===== config.mk =====
export PLATFORM = sky130hd
export DESIGN_NAME = reg_write_arbiter
export DESIGN_NICKNAME = d
export VERILOG_FILES = /design/src/rtl/reg_write_arbiter.sv
export SDC_FILE = /design/constraint.sdc
export NUM_CORES = 1
export LEC_CHECK = 0
export CORE_ASPECT_RATIO = 1.5
export CORE_MARGIN = 3
export CORE_UTILIZATION = 45
export CTS_BUF_LIST = sky130_fd_sc_hd__clkbuf_4
export CTS_CLUSTER_DIAMETER = 120
export DETAILED_ROUTE_END_ITERATION = 10
export PLACE_DENSITY = 0.77
export SETUP_SLACK_MARGIN = 0.1
export SLEW_MARGIN = 20
export SYNTH_ARGS = -nofsm -noshare
export SYNTH_HDL_FRONTEND = slang
export SYNTH_SLANG_ARGS = --single-unit
export TNS_END_PERCENT = 100

===== constraint.sdc =====
create_clock -name clk -period 6.1 [get_ports clk]
set_clock_uncertainty 0.1 [all_clocks]
set_input_delay 1.22 -clock clk [delete_from_list [all_inputs] [get_ports clk]]
set_output_delay 1.22 -clock clk [all_outputs]
set_load 0.02 [all_outputs]

===== src/rtl/reg_write_arbiter.sv =====
// reg_write_arbiter
//
// Shares the register file's single write port among NREQ writeback
// requesters with a round-robin, valid/ready arbiter. The winning request is
// captured in a one-deep write stage that drives RegWrite/write_register/
// data_in. The in-flight write is forwarded onto both read ports so consumers
// never see stale register file data.
//
// Build option: define RF_INIT_CLEAR_EN to zero every register after reset
// (2^AW back-to-back writes) before any requester is served. Without it the
// block arbitrates from the first cycle after reset and init_done is tied high.
//
// State table (RF_INIT_CLEAR_EN builds only):
//   state | meaning
//   INIT  | clearing register clr_idx, requesters held off
//   ARB   | round-robin arbitration of requesters
//
// Ports:
//   clk, rst_n                 clock, async active-low reset
//   req_valid/req_ready        per-requester handshake (ready one-hot or zero)
//   req_addr, req_data         flat per-requester address/data
//   stall                      blocks new grants only
//   RegWrite, write_register,
//   data_in                    registered register file write port
//   raddrA/B, rf_data_outA/B   register file read addresses / raw read data
//   fwd_dataA/B                read data with write-stage forwarding
//   init_done                  high once arbitration is enabled

module reg_write_arbiter #(
   parameter int NREQ = 3,
   parameter int AW   = 4,
   parameter int DW   = 8
) (
   input  logic                 clk,
   input  logic                 rst_n,
   input  logic [NREQ-1:0]      req_valid,
   output logic [NREQ-1:0]      req_ready,
   input  logic [NREQ*AW-1:0]   req_addr,
   input  logic [NREQ*DW-1:0]   req_data,
   input  logic                 stall,
   output logic                 RegWrite,
   output logic [AW-1:0]        write_register,
   output logic [DW-1:0]        data_in,
   input  logic [AW-1:0]        raddrA,
   input  logic [AW-1:0]        raddrB,
   input  logic [DW-1:0]        rf_data_outA,
   input  logic [DW-1:0]        rf_data_outB,
   output logic [DW-1:0]        fwd_dataA,
   output logic [DW-1:0]        fwd_dataB,
   output logic                 init_done
);

   localparam int PW = (NREQ > 1) ? $clog2(NREQ) : 1;

   logic            arb_en;
   logic            clearing;
   logic [AW-1:0]   clr_addr;

   logic [PW-1:0]   ptr;
   logic [PW-1:0]   ptr_next;
   logic [NREQ-1:0] gnt;
   logic [AW-1:0]   gnt_addr;
   logic [DW-1:0]   gnt_data;
   logic            found;
   logic            xfer;

`ifdef RF_INIT_CLEAR_EN
   typedef enum logic {INIT, ARB} state_t;

   state_t        state;
   state_t        state_next;
   logic [AW-1:0] clr_idx;

   always_ff @(posedge clk or negedge rst_n) begin
      if (!rst_n) begin
         state <= INIT;
      end else begin
         state <= state_next;
      end
   end

   // The last clear index is loaded on the same edge that enters ARB, so
   // init_done rises together with the final zero-write.
   always_comb begin
      state_next = state;
      if (state == INIT && clr_idx == '1) begin
         state_next = ARB;
      end
   end

   always_ff @(posedge clk or negedge rst_n) begin
      if (!rst_n) begin
         clr_idx <= '0;
      end else if (state == INIT) begin
         clr_idx <= clr_idx + 1'b1;
      end
   end

   assign arb_en    = (state == ARB);
   assign clearing  = (state == INIT);
   assign clr_addr  = clr_idx;
   assign init_done = arb_en;
`else
   assign arb_en    = 1'b1;
   assign clearing  = 1'b0;
   assign clr_addr  = '0;
   assign init_done = 1'b1;
`endif

   // Scan upward from ptr, wrapping, and take the first valid requester.
   always_comb begin
      int idx;
      gnt      = '0;
      gnt_addr = '0;
      gnt_data = '0;
      ptr_next = ptr;
      found    = 1'b0;
      idx      = 0;
      for (int k = 0; k < NREQ; k++) begin
         idx = (int'(ptr) + k) % NREQ;
         if (!found && req_valid[idx]) begin
            found    = 1'b1;
            gnt[idx] = 1'b1;
            gnt_addr = req_addr[idx*AW +: AW];
            gnt_data = req_data[idx*DW +: DW];
            ptr_next = PW'((idx + 1) % NREQ);
         end
      end
      if (!arb_en || stall) begin
         gnt = '0;
      end
   end

   assign req_ready = gnt;
   // ready is only ever raised on a valid requester
   assign xfer      = |gnt;

   always_ff @(posedge clk or negedge rst_n) begin
      if (!rst_n) begin
         ptr <= '0;
      end else if (xfer) begin
         ptr <= ptr_next;
      end
   end

   // Address/data hold their last values on idle cycles; only the enable drops.
   always_ff @(posedge clk or negedge rst_n) begin
      if (!rst_n) begin
         RegWrite       <= 1'b0;
         write_register <= '0;
         data_in        <= '0;
      end else if (clearing) begin
         RegWrite       <= 1'b1;
         write_register <= clr_addr;
         data_in        <= '0;
      end else if (xfer) begin
         RegWrite       <= 1'b1;
         write_register <= gnt_addr;
         data_in        <= gnt_data;
      end else begin
         RegWrite       <= 1'b0;
      end
   end

   assign fwd_dataA = (RegWrite && raddrA == write_register) ? data_in : rf_data_outA;
   assign fwd_dataB = (RegWrite && raddrB == write_register) ? data_in : rf_data_outB;

endmodule


## Word-level counts from Yosys, hierarchy flattened

Cells that the tools add are included.

| operators by class | value |
|---|---|
| add/sub/neg operators | 5 |
| multipliers | 0 |
| div/mod/pow operators | 6 |
| magnitude comparators | 6 |
| eq/ne operators | 2 |
| shift-type cells | 6 |
| multiplexer cells | 33 |
| bitwise logic cells | 2 |
| reduce and logical (&&, ||, !) cells | 12 |

Operator list:

| kind | number |
|---|---|
| remainder unit 32 x 3 -> 32 bit (second input constant) | 5 |
| adder 32 x 2 -> 32 bit (second input constant) | 3 |
| >= comparator 32 x 1 -> 1 bit (second input constant) | 3 |
| less-than comparator 32 x 4 -> 1 bit (second input constant) | 3 |
| variable part select 12 x 32 -> 4 bit | 3 |
| variable part select 24 x 32 -> 8 bit | 3 |
| two-way mux 8 bit | 5 |
| remainder unit 3 x 3 -> 32 bit (second input constant) | 1 |
| two-way mux 1 bit | 12 |
| two-way mux 3 bit | 4 |
| two-way mux 4 bit | 3 |
| == test 4 bit | 2 |
| logical AND 1 bit | 7 |
| binary-select mux 1 bit (select 2 bit) | 3 |
| demux 1 bit (select 2 bit) | 3 |
| two-way mux 2 bit | 3 |
| OR 3 bit | 2 |
| adder 2 x 1 -> 3 bit (second input constant) | 1 |
| adder 2 x 2 -> 3 bit (second input constant) | 1 |
| nonzero test 3 bit | 1 |
| OR reduction 3 bit | 1 |
| logical NOT 1 bit | 2 |
| AND reduction 2 bit | 1 |

| storage, ports and cells | value |
|---|---|
| flip-flop bits (word level) | 15 |
| latch bits | 0 |
| memory bits (writable) | 0 |
| ROM bits | 0 |
| bits of input ports | 66 |
| output and inout port bits | 33 |
| logic and storage cells | 76 |
| memories kept | 0 |

## Logic depth before layout (Yosys ltp)

Gate-level depths: netlist of the first run.

| depth | value |
|---|---|
| depth in word-level cells | 14 |
| depth in mapped cells | 33 |
| gate-level depth less buffers | 29 |

## Least setup slack after synthesis of the first run

OpenSTA, ideal clock, no wires.

| path | value |
|---|---|
| kind | input port to flip-flop |
| start point | input req_valid[2] |
| end point | register ptr[1] |
| setup time | 139 ps |
| arrival | 6916 ps |
| data required time | 5861 ps |
| setup slack | -1054 ps |
| stages on the path | 29 |
| buffers on the path | 3 |
| cell sequence | buf_2 > mux2i_1 > a2bb2oi_1 > o21ai_0 > o221ai_1 > inv_1 > ha_1 > clkbuf_1 > or3_1 > a311o_1 > o311ai_4 > nor3_1 > a21o_1 > mux2i_1 > inv_1 > ha_1 > buf_1 > a211o_1 > xnor2_1 > ha_1 > a31oi_1 > nand2_1 > a211oi_4 > xnor2_1 > ha_1 > nor2_1 > a32o_2 > nor3_2 > a221oi_2 |

| between the ends | value |
|---|---|
| word-level cells in the longest chain between the ends | 13 |
| elaborated cells between the ends (all ways) | 26 |
| those cells by class | mux: 17; bitwise: 2; reduce/logical: 7 |

Ends and longest elaborated chain:

| element | RTL line | text |
|---|---|---|
| start: declaration | 36 | `input logic [NREQ-1:0] req_valid,` |
| binary-select mux 1 bit (select 2 bit) | 121 | `if (!found && req_valid[idx]) begin` |
| two-way mux 1 bit (implied by the code) (2 in series) | 121 |  |
| two-way mux 1 bit | 121 |  |
| logical NOT 1 bit | 121 |  |
| logical AND 1 bit | 121 |  |
| two-way mux 1 bit | 121 |  |
| logical NOT 1 bit | 121 |  |
| logical AND 1 bit | 121 |  |
| two-way mux 3 bit | 121 |  |
| two-way mux 3 bit | 129 | `if (!arb_en \|\| stall) begin` |
| OR reduction 3 bit | 136 | `assign xfer = \|gnt;` |
| AND reduction 2 bit (no source line) | -- |  |
| end signal: assignment | 142 | `ptr <= ptr_next;` |
| end: declaration | 59 | `logic [PW-1:0] ptr;` |

Several ways; a longest one is shown, not always the timed one. The select of a mux whose other input is x is not followed.
A chain may end at the register's enable or synchronous reset.

## Worst setup path after layout of the first run

| path | value |
|---|---|
| start point | input req_valid[0] |
| end point | register ptr[0] |

The elaborated chain is that of the path after synthesis.

==> impl_metrics.ini, run 1 <==
[run_status]
outcome = finished, violations left
violations = setup timing

[timing]
grt_setup_unrepaired = true
slew_headroom_pct = 53.6
setup_viol = 2
finalHoldViolCount = 0
post-route-min-period_ns = 6.20
final.setup.worst_slack_ns = -0.103
fin_crit_sh_pct = 102
worst_pin_slew_ns = 0.695
fmax_ghz = 0.161
drv_slew = 0

[yosys]
yosysTopAreaCell = mux2_2
yosysMostFrequentCell = nor2_1
ys.flop_type = dfrtp_1
yosysSeqAreaShare_pct = 10.9
synth_nets = 534
ys_warn_count = 0
ys_top_cells_by_count = nor2_1, mux2_2, a21oi_1, inv_1, a22oi_1
synth-edff-count = 0
netlist.area_leader.share_pct = 13.7
synth-seq-cells = 15
yosys.cell_types.count = 77
netlist_area_um2 = 3440
synth_area_leaders = mux2_2, dfrtp_1, a21oi_1
ys_async_sr_fraction_pct = 100
syn_area_per_cell_um2 = 7.62
syn-instance-count = 452

[global_routing]
grt_max_degree = 39
grt_pass1_vias = 4266
grtUsageTotal_pct = 27.8
grt_overflow = 0
grt_pass1_wl_um = 20400
antenna_found_initial = 0

[critical_path]
crit_path_frequent_cell = buf_4
path_max_fanout = 6
arrival_ns = 6.26
startpoint_type = input port
cpMaxStageDelayCell = a311o_2
end_kind = flop
reg2reg_depth = 31
slowest_delay_ns = 0.43
worstPathRequired_ns = 6.16
critPathKind = in -> reg

[min_path]
min_path_type = reg -> reg
hold_depth = 2

[route]
first_pass_iters = 5
ant_nets = 0
vias_per_cell = 6.00
drtIter0Drc = 308
routed_wl_um = 13000
wl_per_cell_um = 17.9
drc = 0
vias = 4347

[floorplan]
ios = 99
rows = 38
die_h_um = 113
core_region_area_um2 = 7320
die_x_um = 77.4
start_util_pct = 47.0
fp.dieArea_um2 = 8760

[finish]
drive_gt1_share_pct = 31.1
antennaDiodeCount = 0
fin_nets = 707
area_delta_synth_final_pct = 56.6
num-fill-cells = 559

[cts]
cts_buffer_depth = 2
numCtsBuffers = 3
cts.sinks = 15
h-tree-depth = 1
clkTransAtPathRegs_ns = 0.09
clkLatencyLatePin_ns = 0.28
root_buffer = clkbuf_4
cts_tree = built

[placed_design]
place_ws_ns = -0.751
dpl.hpwl_um = 9780
numPortBuffers = 97
gp_congestion = 0.975

[run]
maxCapViolCount = 0
[per-layer routing]
layer | GRT usage (%) | part of all wire [%] | routed length [um] | vias to the layer above
met5 | 0 | 0 | 0 | -
met4 | 7.96 | 2.5 | 325 | 0
met3 | 2.55 | 5.5 | 715 | 22
met2 | 54.8 | 55 | 7100 | 176
met1 | 31.0 | 37 | 4830 | 2081
li1 | - | - | - | 2068
[cell usage in the layout (no fill, tap or decap), types with 17 or more instances in the layout]
cell type	n
a21oi_1	41
a22oi_1	26
buf_4	96
clkdlybuf4s50_1	94
inv_1	26
mux2_2	42
mux2i_1	19
nand2_1	19
nor2_1	45
nor3_1	17
[metrics by stage]
stage	hold slack, ns	std cells	TNS, ns	area [um^2]	utilization [%]
finish	0.454	724	-0.198	5390	73.6
global route	0.494	724	-0.770	5390	73.6
detailed placement	0.447	704	-1.46	5140	70.2
global placement	0.440	704	-1.18	5140	70.2
CTS	0.459	718	-0.0288	5300	72.4
floorplan	0.459	452	-0.776	3530	-
[state kept, by name (all words and copies together) (netlist names)]
name / flops
RegWrite: 1
data_in: 8
ptr: 2
write_register: 4
[kinds of logic after synthesis]
family / synth area share (%)
AO/OA/AOI/OAI: 34.5
XOR/XNOR: 4.33
adder cells (fa/ha/maj): 5.82
buffers and inverters: 7.05
flip-flops: 10.9
multiplexers: 20.8
other: 0.109
AND/OR/NAND/NOR: 16.4
[path summary, 6_finish.rpt]
path	start	endpoint	slack, ns
max	req_valid[0]	ptr[0]$_DFFE_PN0P_	-0.10
min	data_in[7]$_DFFE_PN0P_	data_in[7]$_DFFE_PN0P_	0.45
max reg2reg	ptr[0]$_DFFE_PN0P_	ptr[0]$_DFFE_PN0P_	0
min reg2reg	data_in[7]$_DFFE_PN0P_	data_in[7]$_DFFE_PN0P_	0.45
max in group asynchronous	rst_n	data_in[5]$_DFFE_PN0P_	4.24
min in group asynchronous	rst_n	RegWrite$_DFF_PN0_	1.24
[critical path, delay by kind of cell]
kind | cells | cell delay [ns]
simple gates | 3 | 0.49
buf+inv | 8 | 0.95
xor+xnor | 3 | 0.39
compound gates | 11 | 2.29
mux | 2 | 0.36
fa+ha+maj | 3 | 0.57
[area by class of cell]
type	instances	area (um^2)	area share (%)
Tap cell	100	125	2.32
Multi-Input combinational cell	377	2950	54.8
Clock buffer	4	30.0	0.557
Sequential cell	15	375	6.96
Inverter	28	105	1.95
Timing Repair Buffer	200	1800	33.4
[what timing repair did]
item,4_1_cts,5_1_grt
hold buffers,0,0
resized for setup,28,9
setup buffers,10,5
setup endpoints to repair,2,2
pin swaps,18,4
cloned,0,1
hold endpoints to repair,0,0
Power of run 1 is left out: the tool's default activity adds up to more than one toggle a clock period on the data nets, which glitch-free logic cannot reach.
==> run 2: changes to the inputs <==
--- a/config.mk
+++ b/config.mk
@@ -5,9 +5,10 @@
 export SDC_FILE = /design/constraint.sdc
 export NUM_CORES = 1
 export LEC_CHECK = 0
-export CORE_ASPECT_RATIO = 1.5
+export CELL_PAD_IN_SITES_DETAIL_PLACEMENT = 1
+export CELL_PAD_IN_SITES_GLOBAL_PLACEMENT = 1
 export CORE_MARGIN = 3
-export CORE_UTILIZATION = 45
+export CORE_UTILIZATION = 32
 export CTS_BUF_LIST = sky130_fd_sc_hd__clkbuf_4
 export CTS_CLUSTER_DIAMETER = 120
 export DETAILED_ROUTE_END_ITERATION = 10
==> run 2 against run 1 <==
Effect of this change:
- the run still ends with setup timing left
- fmax fell by 2.5%
- highest routed layer unchanged
- design area rose by 0.58%
- largest cell class unchanged
- routed wire length rose by 13%
- utilization fell by 21 points
- sequential cell count did not move
- critical path depth fell by 3
- first-iteration DRC count fell by 43%
==> impl_metrics.ini, run 2 (synthesis gave the netlist of run 1 again) <==
[placed_design]
gp_congestion = 0.925
dpl.hpwl_um = 11100
place_ws_ns = -0.860
numPortBuffers = 97

[finish]
final_util_pct = 52.3
area_delta_synth_final_pct = 57.5
final_common_cell = buf_4
fin_nets = 706
top_register = data_in
drive_gt1_share_pct = 31.5
antennaDiodeCount = 0
mostFrequentLayoutCells = buf_4, clkdlybuf4s50_1, nor2_1, mux2_2, a21oi_1
largest_reg_flops = 8
largestRegisters = data_in x8, write_register x4, ptr x2

[timing]
slew_headroom_pct = 40.0
setup_tns_ns = -0.523
fmax_ghz = 0.157
finalHoldViolCount = 0
hold_ws_ns = 0.460
worst_pin_slew_ns = 0.895
final.setup.worst_slack_ns = -0.262
fin_crit_sh_pct = 104
post-route-min-period_ns = 6.36
drv_slew = 0
setup_viol = 2
grt_setup_unrepaired = true

[cts]
clkLatencyLatePin_ns = 0.27
clkTransAtPathRegs_ns = 0.09
cts_buffer_depth = 2
cts_hold_buffers = 0
numCtsBuffers = 3
cts.sinks = 15
h-tree-depth = 1
cts_tree = built
root_buffer = clkbuf_4

[critical_path]
arrival_ns = 6.45
cpMaxStageDelayCell = a311o_1
path_max_fanout = 5
worstPathRequired_ns = 6.19
critPathBufInv = 2
crit_path_frequent_cell = ha_2
end_kind = flop
cp_top_family = compound AO/OA/AOI/OAI gates
critPathKind = in -> reg
startpoint_type = input port
ff2ff_setup_slack_ns = -0.13
slowest_delay_ns = 0.37

[global_routing]
grt_pass1_wl_um = 22400
grt_pass1_vias = 4587
busiest_layer = met2
grt_overflow = 0
grt_max_degree = 20
grt_use_met3_pct = 3.11
grtUsageMet1_pct = 28.0
grtUsageMet2_pct = 42.2
antenna_found_initial = 0
grtUsageTotal_pct = 22.9

[floorplan]
die_x_um = 110
ios = 99
die_h_um = 110
rows = 37
start_util_pct = 33.2
core_region_area_um2 = 10400
fp.dieArea_um2 = 12000

[run]
maxCapViolCount = 0

[route]
drtIter0Drc = 176
ant_nets = 0
drc = 0
wl_per_cell_um = 19.2
vias_per_cell = 5.73
routed_wl_um = 14600
first_pass_iters = 4
vias = 4346

[run_status]
violations = setup timing
outcome = finished, violations left

[min_path]
min_path_type = reg -> reg
[run 2: area by class of cell]
cell class / count / area [um^2]
Tap cell: 136 / 170
Fill cell: 1266 / 4950
Clock buffer: 4 / 30.0
Timing Repair Buffer: 199 / 1760
Inverter: 28 / 105
Multi-Input combinational cell: 377 / 2980
Sequential cell: 15 / 377
[run 2: repair_timing]
item / 4_1_cts / 5_1_grt
resized for setup: 26 / 16
endpoints found under the hold margin: 0 / 0
endpoints found under the setup margin: 2 / 2
buffers inserted: 7 / 5
pin swaps: 22 / 20
[run 2: worst paths after layout]
path,start,endpoint,depth (start not counted)
max,req_valid[0],ptr[1]$_DFFE_PN0P_,27
min,data_in[3]$_DFFE_PN0P_,data_in[3]$_DFFE_PN0P_,2
max reg2reg,ptr[0]$_DFFE_PN0P_,ptr[1]$_DFFE_PN0P_,29
min reg2reg,data_in[3]$_DFFE_PN0P_,data_in[3]$_DFFE_PN0P_,2
max in group asynchronous,rst_n,ptr[0]$_DFFE_PN0P_,1
min in group asynchronous,rst_n,data_in[6]$_DFFE_PN0P_,1
[run 2: worst min-delay path: stages, from the launching register on]
cell and delay [ns]:
dfrtp_1 0.42, inv_1 0.06, a21oi_1 0.05
[run 2: per-stage QoR]
step           instances  cell area (um^2)
3_5_place_dp         743              5190
6_report             759              5420
4_1_cts              754              5310
3_3_place_gp         743              5190
2_1_floorplan        452              3530
5_1_grt              759              5420
[run 2: layer usage]
metal | part of all wire, % | wire length (um)
met1 | 41 | 6040
met4 | 2.4 | 352
met3 | 5.9 | 861
met2 | 50 | 7350
met5 | 0 | 0
Power of run 2 is left out for the same reason.
